## config.mk

```make
export PLATFORM = sky130hd
export DESIGN_NAME = axis_pkt_demux
export DESIGN_NICKNAME = d
export VERILOG_FILES = /design/src/rtl/axis_pkt_demux.sv
export SDC_FILE = /design/constraint.sdc
export NUM_CORES = 1
export LEC_CHECK = 0
export BUFFER_PORTS_ARGS = -buffer_cell sky130_fd_sc_hd__buf_2
export CAP_MARGIN = 25
export CORE_AREA = 4 4 132 134
export CTS_CLUSTER_DIAMETER = 30
export DETAILED_ROUTE_END_ITERATION = 7
export DIE_AREA = 0 0 136 138
export GPL_TIMING_DRIVEN = 0
export MAX_ROUTING_LAYER = met4
export SLEW_MARGIN = 20
export SYNTH_ARGS = -nofsm -noshare
export SYNTH_HDL_FRONTEND = slang
export SYNTH_SLANG_ARGS = --single-unit
```

## constraint.sdc

```tcl
create_clock -name clk -period 3.25 [get_ports clk]
set_clock_uncertainty 0.15 [all_clocks]
set_input_delay 0.1625 -clock clk [delete_from_list [all_inputs] [get_ports clk]]
set_output_delay 0.1625 -clock clk [all_outputs]
set_load 0.005 [all_outputs]
```

## src/rtl/axis_pkt_demux.sv

```systemverilog
// Packet-aware AXI-Stream 1:N demultiplexer: the channel is latched at packet start,
// beats pass through a single output slot, and packets with an invalid select are dropped and counted.
module axis_pkt_demux #(
    parameter int NUM_CH = 8,
    parameter int DATA_W = 32,
    parameter int SEL_W  = 8,
    parameter int CNT_W  = 16,
    localparam int CH_W  = (NUM_CH > 1) ? $clog2(NUM_CH) : 1
) (
    input  logic                     clk,
    input  logic                     rst_n,
    input  logic [SEL_W-1:0]         bus_sel,
    input  logic [DATA_W-1:0]        s_axis_tdata,
    input  logic                     s_axis_tvalid,
    input  logic                     s_axis_tlast,
    output logic                     s_axis_tready,
    output logic [NUM_CH*DATA_W-1:0] m_axis_tdata,
    output logic [NUM_CH-1:0]        m_axis_tvalid,
    output logic [NUM_CH-1:0]        m_axis_tlast,
    input  logic [NUM_CH-1:0]        m_axis_tready,
    output logic [CH_W-1:0]          active_ch,
    output logic                     busy,
    output logic [CNT_W-1:0]         drop_cnt
);

    // Handshake: a beat moves on either side only in a cycle where valid and ready are both 1.
    typedef enum logic [1:0] {IDLE, FWD, DROP} state_t;

    state_t             state, state_nxt;
    logic               out_valid;
    logic [DATA_W-1:0]  data_q;
    logic               last_q;
    logic [CH_W-1:0]    ch_out;
    logic [SEL_W-2:0]   sel_idx;
    logic               sel_ok;
    logic               slot_ready;
    logic               load;
    logic               drain;

    assign sel_idx = bus_sel[SEL_W-2:0];
    assign sel_ok  = bus_sel[SEL_W-1] && (32'(sel_idx) < NUM_CH);

    // The slot may still hold the previous packet's last beat on another channel,
    // so acceptance depends on the channel currently occupying the slot.
    assign slot_ready = !out_valid || m_axis_tready[ch_out];
    assign drain      = out_valid && m_axis_tready[ch_out];

    always_comb begin
        state_nxt     = state;
        s_axis_tready = 1'b0;
        load          = 1'b0;
        case (state)
            IDLE: begin
                if (s_axis_tvalid) state_nxt = sel_ok ? FWD : DROP;
            end
            FWD: begin
                s_axis_tready = slot_ready;
                load          = s_axis_tvalid && slot_ready;
                if (load && s_axis_tlast) state_nxt = IDLE;
            end
            DROP: begin
                s_axis_tready = 1'b1;
                if (s_axis_tvalid && s_axis_tlast) state_nxt = IDLE;
            end
            default: state_nxt = IDLE;
        endcase
    end

    always_ff @(posedge clk or negedge rst_n) begin
        if (!rst_n) begin
            state     <= IDLE;
            active_ch <= '0;
            drop_cnt  <= '0;
        end else begin
            state <= state_nxt;
            if (state == IDLE && s_axis_tvalid && sel_ok) active_ch <= sel_idx[CH_W-1:0];
            if (state == DROP && s_axis_tvalid && s_axis_tlast && drop_cnt != '1)
                drop_cnt <= drop_cnt + 1'b1;
        end
    end

    // Load and drain in the same cycle keeps the slot full for back-to-back beats.
    always_ff @(posedge clk or negedge rst_n) begin
        if (!rst_n) begin
            out_valid <= 1'b0;
            data_q    <= '0;
            last_q    <= 1'b0;
            ch_out    <= '0;
        end else if (load) begin
            out_valid <= 1'b1;
            data_q    <= s_axis_tdata;
            last_q    <= s_axis_tlast;
            ch_out    <= active_ch;
        end else if (drain) begin
            out_valid <= 1'b0;
            last_q    <= 1'b0;
        end
    end

    always_comb begin
        m_axis_tvalid = '0;
        m_axis_tlast  = '0;
        for (int k = 0; k < NUM_CH; k++) begin
            m_axis_tvalid[k] = out_valid && (ch_out == CH_W'(k));
            m_axis_tlast[k]  = last_q && (ch_out == CH_W'(k));
        end
    end

    assign m_axis_tdata = {NUM_CH{data_q}};
    assign busy         = (state != IDLE) || out_valid;

endmodule

```

==> impl_results.md, run 1 <==
* Status: complete, no violations
* Multi-input combinational cell area at 1230 um2
* Total congestion overflow at 0
* CP max stage cell: o31a_4
* Post-CTS Setup Inserts at 0
* # nets final at 888
* Initial DRC Count at 84
* Die Ht at 138 um
* RSZ-0062 raised after global routing: false
* Fin. Hold Viols at 0
* Inserted Clock Buffers at 9
* Syn avg cell area at 10.2 um2
* Vias per cell at 3.72
* Crit start category: flip-flop
* Maxcap violations at 0
* Tightest Pin Transition at 0.768 ns
* Critical Path AT at 2.24 ns
* CP cell instances: buf_4 -> nand2_1 -> a211oi_1 -> o31a_4 -> nor2_8 -> buf_12 -> mux2_4
* Crit path from: ch_out[0]
* Routability cong. at 0.768
* HPWL after detailed placement at 10.2 mm
* Initial Util at 27.4%
* Filler Cell Count at 1641
* Setup_tns at 0 ns
* Pins Over Slew Limit at 0
* Most frequent cells in the layout: buf_2 (343), buf_4 (227), dfrtp_1 (58)
* Vias in the first global route at 3840
* Share of cells above drive strength 1 at 75.3%
* Port bufs at 343
* CTS max path bufs at 2
* DIE WIDTH at 136 um
* R2R setup slack at 1.07 ns
* Rows at 47
* Syn Nets at 496
* Synthesis-stage register bit count at 58
* Crit path required time at 3.31 ns
* Hold path start: s_axis_tvalid
* Maximum vdd drop at 0.000379 V
* Max incr delay on CP at 0.40 ns
* Pwr dens at 755 nW/um2
* Share of the yosys chip area belonging to registers at 32.5%
* Detailed Routing Iterations Pass 1 at 4
* Core area at 16300 um2
* Largest net degree at the start of global routing at 59
* # IOs at 345
* CTS H-tree depth at 3
* Most common cell after layout, fill and taps aside: buf_2
* Area Overhead vs Synth at 59.1%
* Initial antenna violation count at 0
* RR Startpoint: ch_out[0]
* Reg2reg end: data_q[25]
* CTS tree: built
* Hold path endpoint: last_q
* Yosys cell types at 34
* Fmax at 0.459 GHz
* First-pass GRT wire length at 20.2 mm
* Final setup viols at 0
* Antenna cells at 0
* Worst skew pair latency at 0.32 ns
* Root buffer cell: clkbuf_16
* Synth warn at 0
* Avg WL per Cell at 12.1 um
* Finished Cell Area at 7110 um2
* Clock slew at reported path FFs at 0.05 ns
* Clk sinks at 58
* Setup crit end kind: flip-flop
* Crit-path max FO at 10
* Slew margin rel. at 48.8%
* Crit path kind: flip-flop to flip-flop
* Mapped Area at 4470 um2
* Worst min path class: input pin to flip-flop
* Placed inst area at 6460 um2
* Total die area at 18800 um2
* Antenna viol nets, final at 0
* Fin crit share at 67.1%
* Reg2Reg Depth at 7
* Static leakage at 0.00454 uW
* Mapped Cells at 440
* All-Layer GR Usage at 13.6%
* Register area at 1450 um2
* Hold path cells at 3
* Drt total wl at 12.8 mm
* Routed vias at 3934
* DRC at 0
* Tmin final at 2.18 ns
worst max-delay path: cells and delay by family (launching register included):
family	cells	cell delay, ns
buffers and inverters	2	0.35
flip-flops	1	0.35
AND/OR/NAND/NOR	2	0.42
AO/OA/AOI/OAI	2	0.49
multiplexers	1	0.30
how the worst max path moves through the flow:
stage,to,slack [ns],cells past startpoint
4_1_cts,data_q[5],1.03,7
5_1_grt,data_q[5],0.98,7
3_3_place_gp,data_q[6],1.04,7
6_report,data_q[25],1.07,7
2_1_floorplan,data_q[10],1.24,7
3_5_place_dp,data_q[6],1.04,7
cells in the mapped netlist:
| master | instances | area share [%] |
|---|---|---|
| o21ai_0 | 3 | 0.34 |
| buf_12 | 3 | 1.3 |
| nor4_1 | 3 | 0.42 |
| mux2i_1 | 1 | 0.22 |
| nand2_1 | 16 | 1.3 |
| nor2_8 | 1 | 0.45 |
| buf_2 | 1 | 0.11 |
| a2111oi_2 | 1 | 0.34 |
| and3_1 | 4 | 0.56 |
| nor2_1 | 20 | 1.7 |
| xnor2_1 | 9 | 1.8 |
| nand4_1 | 5 | 0.70 |
| a211oi_1 | 1 | 0.17 |
| mux2_1 | 2 | 0.50 |
| o22ai_1 | 1 | 0.14 |
| ha_1 | 4 | 1.1 |
| and2b_1 | 1 | 0.17 |
| nand2b_1 | 5 | 0.70 |
| a311oi_1 | 1 | 0.20 |
| nand3_1 | 9 | 1.0 |
| a31oi_1 | 1 | 0.14 |
| nor3_1 | 6 | 0.67 |
| buf_4 | 226 | 38 |
| a41oi_1 | 1 | 0.20 |
| xor2_1 | 4 | 0.78 |
| or4_1 | 1 | 0.17 |
| buf_6 | 1 | 0.25 |
| nor2b_1 | 2 | 0.28 |
| o31a_4 | 1 | 0.39 |
| mux2_4 | 30 | 10 |
| dfrtp_1 | 58 | 32 |
| mux2_2 | 10 | 2.5 |
| a21oi_1 | 5 | 0.56 |
| inv_1 | 3 | 0.25 |
state kept, by name (all words and copies together) (netlist names):
register   flops
data_q        32
drop_cnt      16
active_ch      3
ch_out         3
state          2
last_q         1
out_valid      1
through the flow:
stage	hold WS [ns]	util, %	cells	setup WS [ns]	total power, uW
final	0.0461	43.6	1057	1.07	5370
after global routing	0.0743	43.6	1057	0.980	5810
after CTS	0.0303	43.6	1057	1.03	5470
after detailed placement	0.142	39.7	1003	1.04	4560
after global placement	0.243	39.7	1003	1.04	4550
after floorplan	-0.283	-	440	1.24	3140
where the power goes:
part,switching (uW),leakage (uW),internal [uW]
combinational,990,0.00362,2200
sequential,420,0.000786,918
clock,309,0.000133,531
total,1720,0.00454,3650
area by class of cell:
| type | instances | share of cell area [%] |
|---|---|---|
| buffer | 231 | 24.9 |
| clock buffer | 13 | 3.52 |
| clock inverter | 3 | 0.211 |
| inverter | 3 | 0.158 |
| multi-input combinational | 148 | 17.4 |
| sequential | 58 | 20.4 |
| tap | 220 | 3.87 |
| timing repair buffer | 381 | 29.5 |
logic make-up (layout without fill, tap and decap cells):
kind of cell / Yosys count / in the layout / share of synthesized area, %
buf+inv: 234 / 631 / 39.9
simple gates: 73 / 73 / 8.15
flops: 58 / 58 / 32.5
mux: 43 / 43 / 13.3
compound gates: 15 / 15 / 2.46
xor+xnor: 13 / 13 / 2.55
fa+ha+maj: 4 / 4 / 1.12
metal layers:
layer / track usage [%] / routed length [um] / share of wire, %
met1: 13.8 / 4650 / 36
met2: 24.3 / 6700 / 52
met3: 4.72 / 1230 / 9.6
met4: 4.14 / 180 / 1.4
met5: - / 0 / 0
repair_timing:
| action | 4_1_cts | 5_1_grt |
|---|---|---|
| endpoints found under the hold margin | 95 | 0 |
| resized for setup | 0 | 0 |
| hold buffers | 38 | 0 |
Note: power is estimated with default switching activity, not from simulation.
==> run 2, diff against run 1 <==
--- a/config.mk
+++ b/config.mk
@@ -5,6 +5,7 @@
 export SDC_FILE = /design/constraint.sdc
 export NUM_CORES = 1
 export LEC_CHECK = 0
+export ABC_AREA = 1
 export BUFFER_PORTS_ARGS = -buffer_cell sky130_fd_sc_hd__buf_2
 export CAP_MARGIN = 25
 export CORE_AREA = 4 4 132 134
==> constraint.sdc (replaced) <==
create_clock -name clk -period 2.09 [get_ports clk]
set_clock_uncertainty 0.15 [all_clocks]
set_input_delay 0.1045 -clock clk [delete_from_list [all_inputs] [get_ports clk]]
set_output_delay 0.1045 -clock clk [all_outputs]
set_load 0.005 [all_outputs]
==> impl_results.md, run 2 <==
* Status: complete, no violations
* Vias in the first global route at 4562 (+19%)
* Root buffer cell: clkbuf_16
* Die Ht at 138 um (unchanged)
* Crit path required time at 1.84 ns (-1.47 ns)
* Rows at 47 (unchanged)
* Total die area at 18800 um2 (unchanged)
* Maxcap violations at 0 (unchanged)
* Top-area cell type share of the netlist area at 35.5% (-2.5 points)
* Routability cong. at 0.811 (+5.6%)
* Syn Nets at 655 (+32%)
* Crit start category: flip-flop
* Synth cell count leaders: buf_4 (226), nand2_1 (134), dfrtp_1 (58), nand4_1 (38), nor2_1 (29)
* Crit-path max FO at 12 (+2)
* DIE WIDTH at 136 um (unchanged)
* Vias per cell at 3.93 (+5.6%)
* Power, Total at 9580 uW (+78%)
* Most frequent cell after synthesis: buf_4
* Worst min path class: input pin to flip-flop
* Max incr delay on CP at 0.37 ns (-0.03 ns)
* Initial Util at 29.4% (+1.9 points)
* # IOs at 345 (unchanged)
* Maximum vdd drop at 0.000533 V (+41%)
* RSZ-0062 raised after global routing: true
* Worst skew pair latency at 0.33 ns (about the same)
* Mapped Cells at 599 (+36%)
* Placed inst area at 6800 um2 (+5.2%)
* DRC at 0 (unchanged)
* Initial DRC Count at 129 (+54%)
* Finished Cell Area at 7500 um2 (+5.5%)
* Area Overhead vs Synth at 56.9%
* Drt total wl at 15.6 mm (+23%)
* Avg WL per Cell at 12.9 um (+6.6%)
* Regs by FF count: data_q x32, drop_cnt x16
* Number of synthesized flops with an enable pin at 0 (unchanged)
* Detailed Routing Iterations Pass 1 at 4 (unchanged)
* Mapped Area at 4780 um2 (+7.0%)
* Largest Register: data_q
* Filler Cell Count at 1627 (-0.85%)
* Share of cells above drive strength 1 at 63.2% (-12 points)
* Core area at 16300 um2 (unchanged)
* CTS tree: built
* Fmax at 0.507 GHz
* Share of the yosys chip area belonging to registers at 30.4% (-2.1 points)
* HPWL after detailed placement at 12.3 mm (+20%)
* CP cell instances: buf_6 -> nand3_1 -> nand2_1 -> inv_1 -> nand3_1 -> nand2_2 -> nand2_8 -> nand2_1 -> a21boi_1 -> buf_2
* Synthesis-stage register bit count at 58 (unchanged)
* Crit path kind: flip-flop to output port
* Initial antenna violation count at 0 (unchanged)
* All-Layer GR Usage at 16.5% (+3.0 points)
* Cell family with most CP delay: simple AND/OR/NAND/NOR gates
* Post-CTS Setup Inserts at 0 (unchanged)
* Largest register FFs at 32 (unchanged)
* Slew margin rel. at 64.2% (+15 points)
* Fin util at 46.0% (+2.4 points)
* Most common cell after layout, fill and taps aside: buf_2
* Clk sinks at 58 (unchanged)
* Inserted Clock Buffers at 9 (unchanged)
* Tightest Pin Transition at 0.537 ns (-0.232 ns)
* # nets final at 1047 (+18%)
* Pins Over Slew Limit at 0 (unchanged)
* Routed vias at 4779 (+21%)
* Fin crit share at 94.4%
* Fin. Hold Viols at 0 (unchanged)
* First-pass GRT wire length at 24.4 mm (+21%)
* Final setup viols at 0 (unchanged)
* CP max stage cell: dfrtp_1
* Static leakage at 0.00483 uW (+6.5%)
* Most frequent cells in the layout: buf_2 (345), buf_4 (226), nand2_1 (134)
* Post-synth top flop: dfrtp_1
* Largest area contributor in the netlist: buf_4
* Crit path buf inv count at 3 (+1)
* Clock slew at reported path FFs at 0.05 ns (about the same)
* Pwr dens at 1280 nW/um2 (+69%)
* Critical Path AT at 1.72 ns (-0.52 ns)
* Syn avg cell area at 7.98 um2 (-21%)
* Largest net degree at the start of global routing at 35 (-41%)
* Setup crit end kind: output port
* Tmin final at 1.97 ns
* Dominant cells by area after synthesis: buf_4 (35%), dfrtp_1 (30%), nand2_1 (11%)
* Total congestion overflow at 0 (unchanged)
* Port bufs at 344 (+0.29%)
* Antenna viol nets, final at 0 (unchanged)
* Synth warn at 0 (unchanged)
* CTS max path bufs at 2 (unchanged)
* Asr flop ratio synth at 100% (unchanged)
* CTS H-tree depth at 3 (unchanged)
* Antenna cells at 0 (unchanged)
* Yosys cell types at 28 (-18%)
## run 2: cell types whose count changed in the layout (fill, tap and decap cells not counted), sizes merged, moves of 6 or more
cell / before / now
inv: 3 / 23
nand4: 5 / 38
nand3: 9 / 25
clkbuf: 13 / 22
nand2: 16 / 145
nor2: 21 / 31
xnor2: 9 / 3
buf: 574 / 580
mux2: 42 / 3
## run 2: logic make-up after synthesis
family,synth area share (%)
AND/OR/NAND/NOR,24.1
XOR/XNOR,1.83
adder cells (fa/ha/maj),1.05
multiplexers,0.706
buffers and inverters,40.3
flip-flops,30.4
AO/OA/AOI/OAI,1.70
## run 2: final cells by class
type / instances / area, um2 / share of cell area, %
Multi-Input combinational cell: 274 / 1420 / 18.9
Timing Repair Buffer: 382 / 2110 / 28.2
Inverter: 24 / 95.1 / 1.27
Tap cell: 220 / 275 / 3.67
Clock inverter: 1 / 30.0 / 0.400
Buffer: 242 / 1830 / 24.4
Sequential cell: 58 / 1450 / 19.4
Clock buffer: 15 / 288 / 3.84
## run 2: final timing paths
kind | startpoint | endpoint | slack, ns | depth (start not counted)
max reg2reg | drop_cnt[0] | drop_cnt[12] | 0.16 | 11
min in group asynchronous | rst_n | drop_cnt[14] | 0.07 | 2
min reg2reg | state[0] | state[0] | 0.36 | 2
min | bus_sel[5] | state[0] | 0.05 | 6
max | ch_out[0] | s_axis_tready | 0.12 | 10
max in group asynchronous | rst_n | data_q[18] | 1.21 | 3
## run 2: metal layers
| layer | part of all wire [%] | track usage (%) | up-vias |
|---|---|---|---|
| met2 | 52 | 29.3 | 188 |
| met5 | 0 | - | - |
| met1 | 39 | 18.2 | 2106 |
| met3 | 7.6 | 3.45 | 24 |
| met4 | 2.2 | 5.78 | 0 |
| li1 | - | - | 2461 |
## run 2: worst register-to-register path, delay by kind of cell, from the launching register on
kind / cells / cell delay [ns]
and+or+nand+nor: 8 / 0.80
DFF: 1 / 0.42
adders and majority gates: 1 / 0.24
buffers and inverters: 2 / 0.22
## run 2: timing repair
item | in CTS | in global routing
setup endpoints to repair | 21 | 35
hold endpoints to repair | 94 | 0
gates resized for setup | 2 | 12
hold buffers | 37 | 0
## run 2: stage by stage
step                      hold slack (ns)  instances  setup WS [ns]  setup TNS (ns)
after floorplan                    -0.341        599          0.312               0
after global placement              0.189       1163        -0.0574          -0.398
after detailed placement           -0.110       1164         -0.110           -1.11
after CTS                          0.0429       1216        0.00209               0
after global routing               0.0970       1216        -0.0392         -0.0392
final                              0.0543       1216          0.117               0
## run 2: report_power, final
group	switching [uW]	total [uW]	internal [uW]
Sequential	800	2290	1490
Combinational	1980	5720	3750
Clock	513	1570	1050
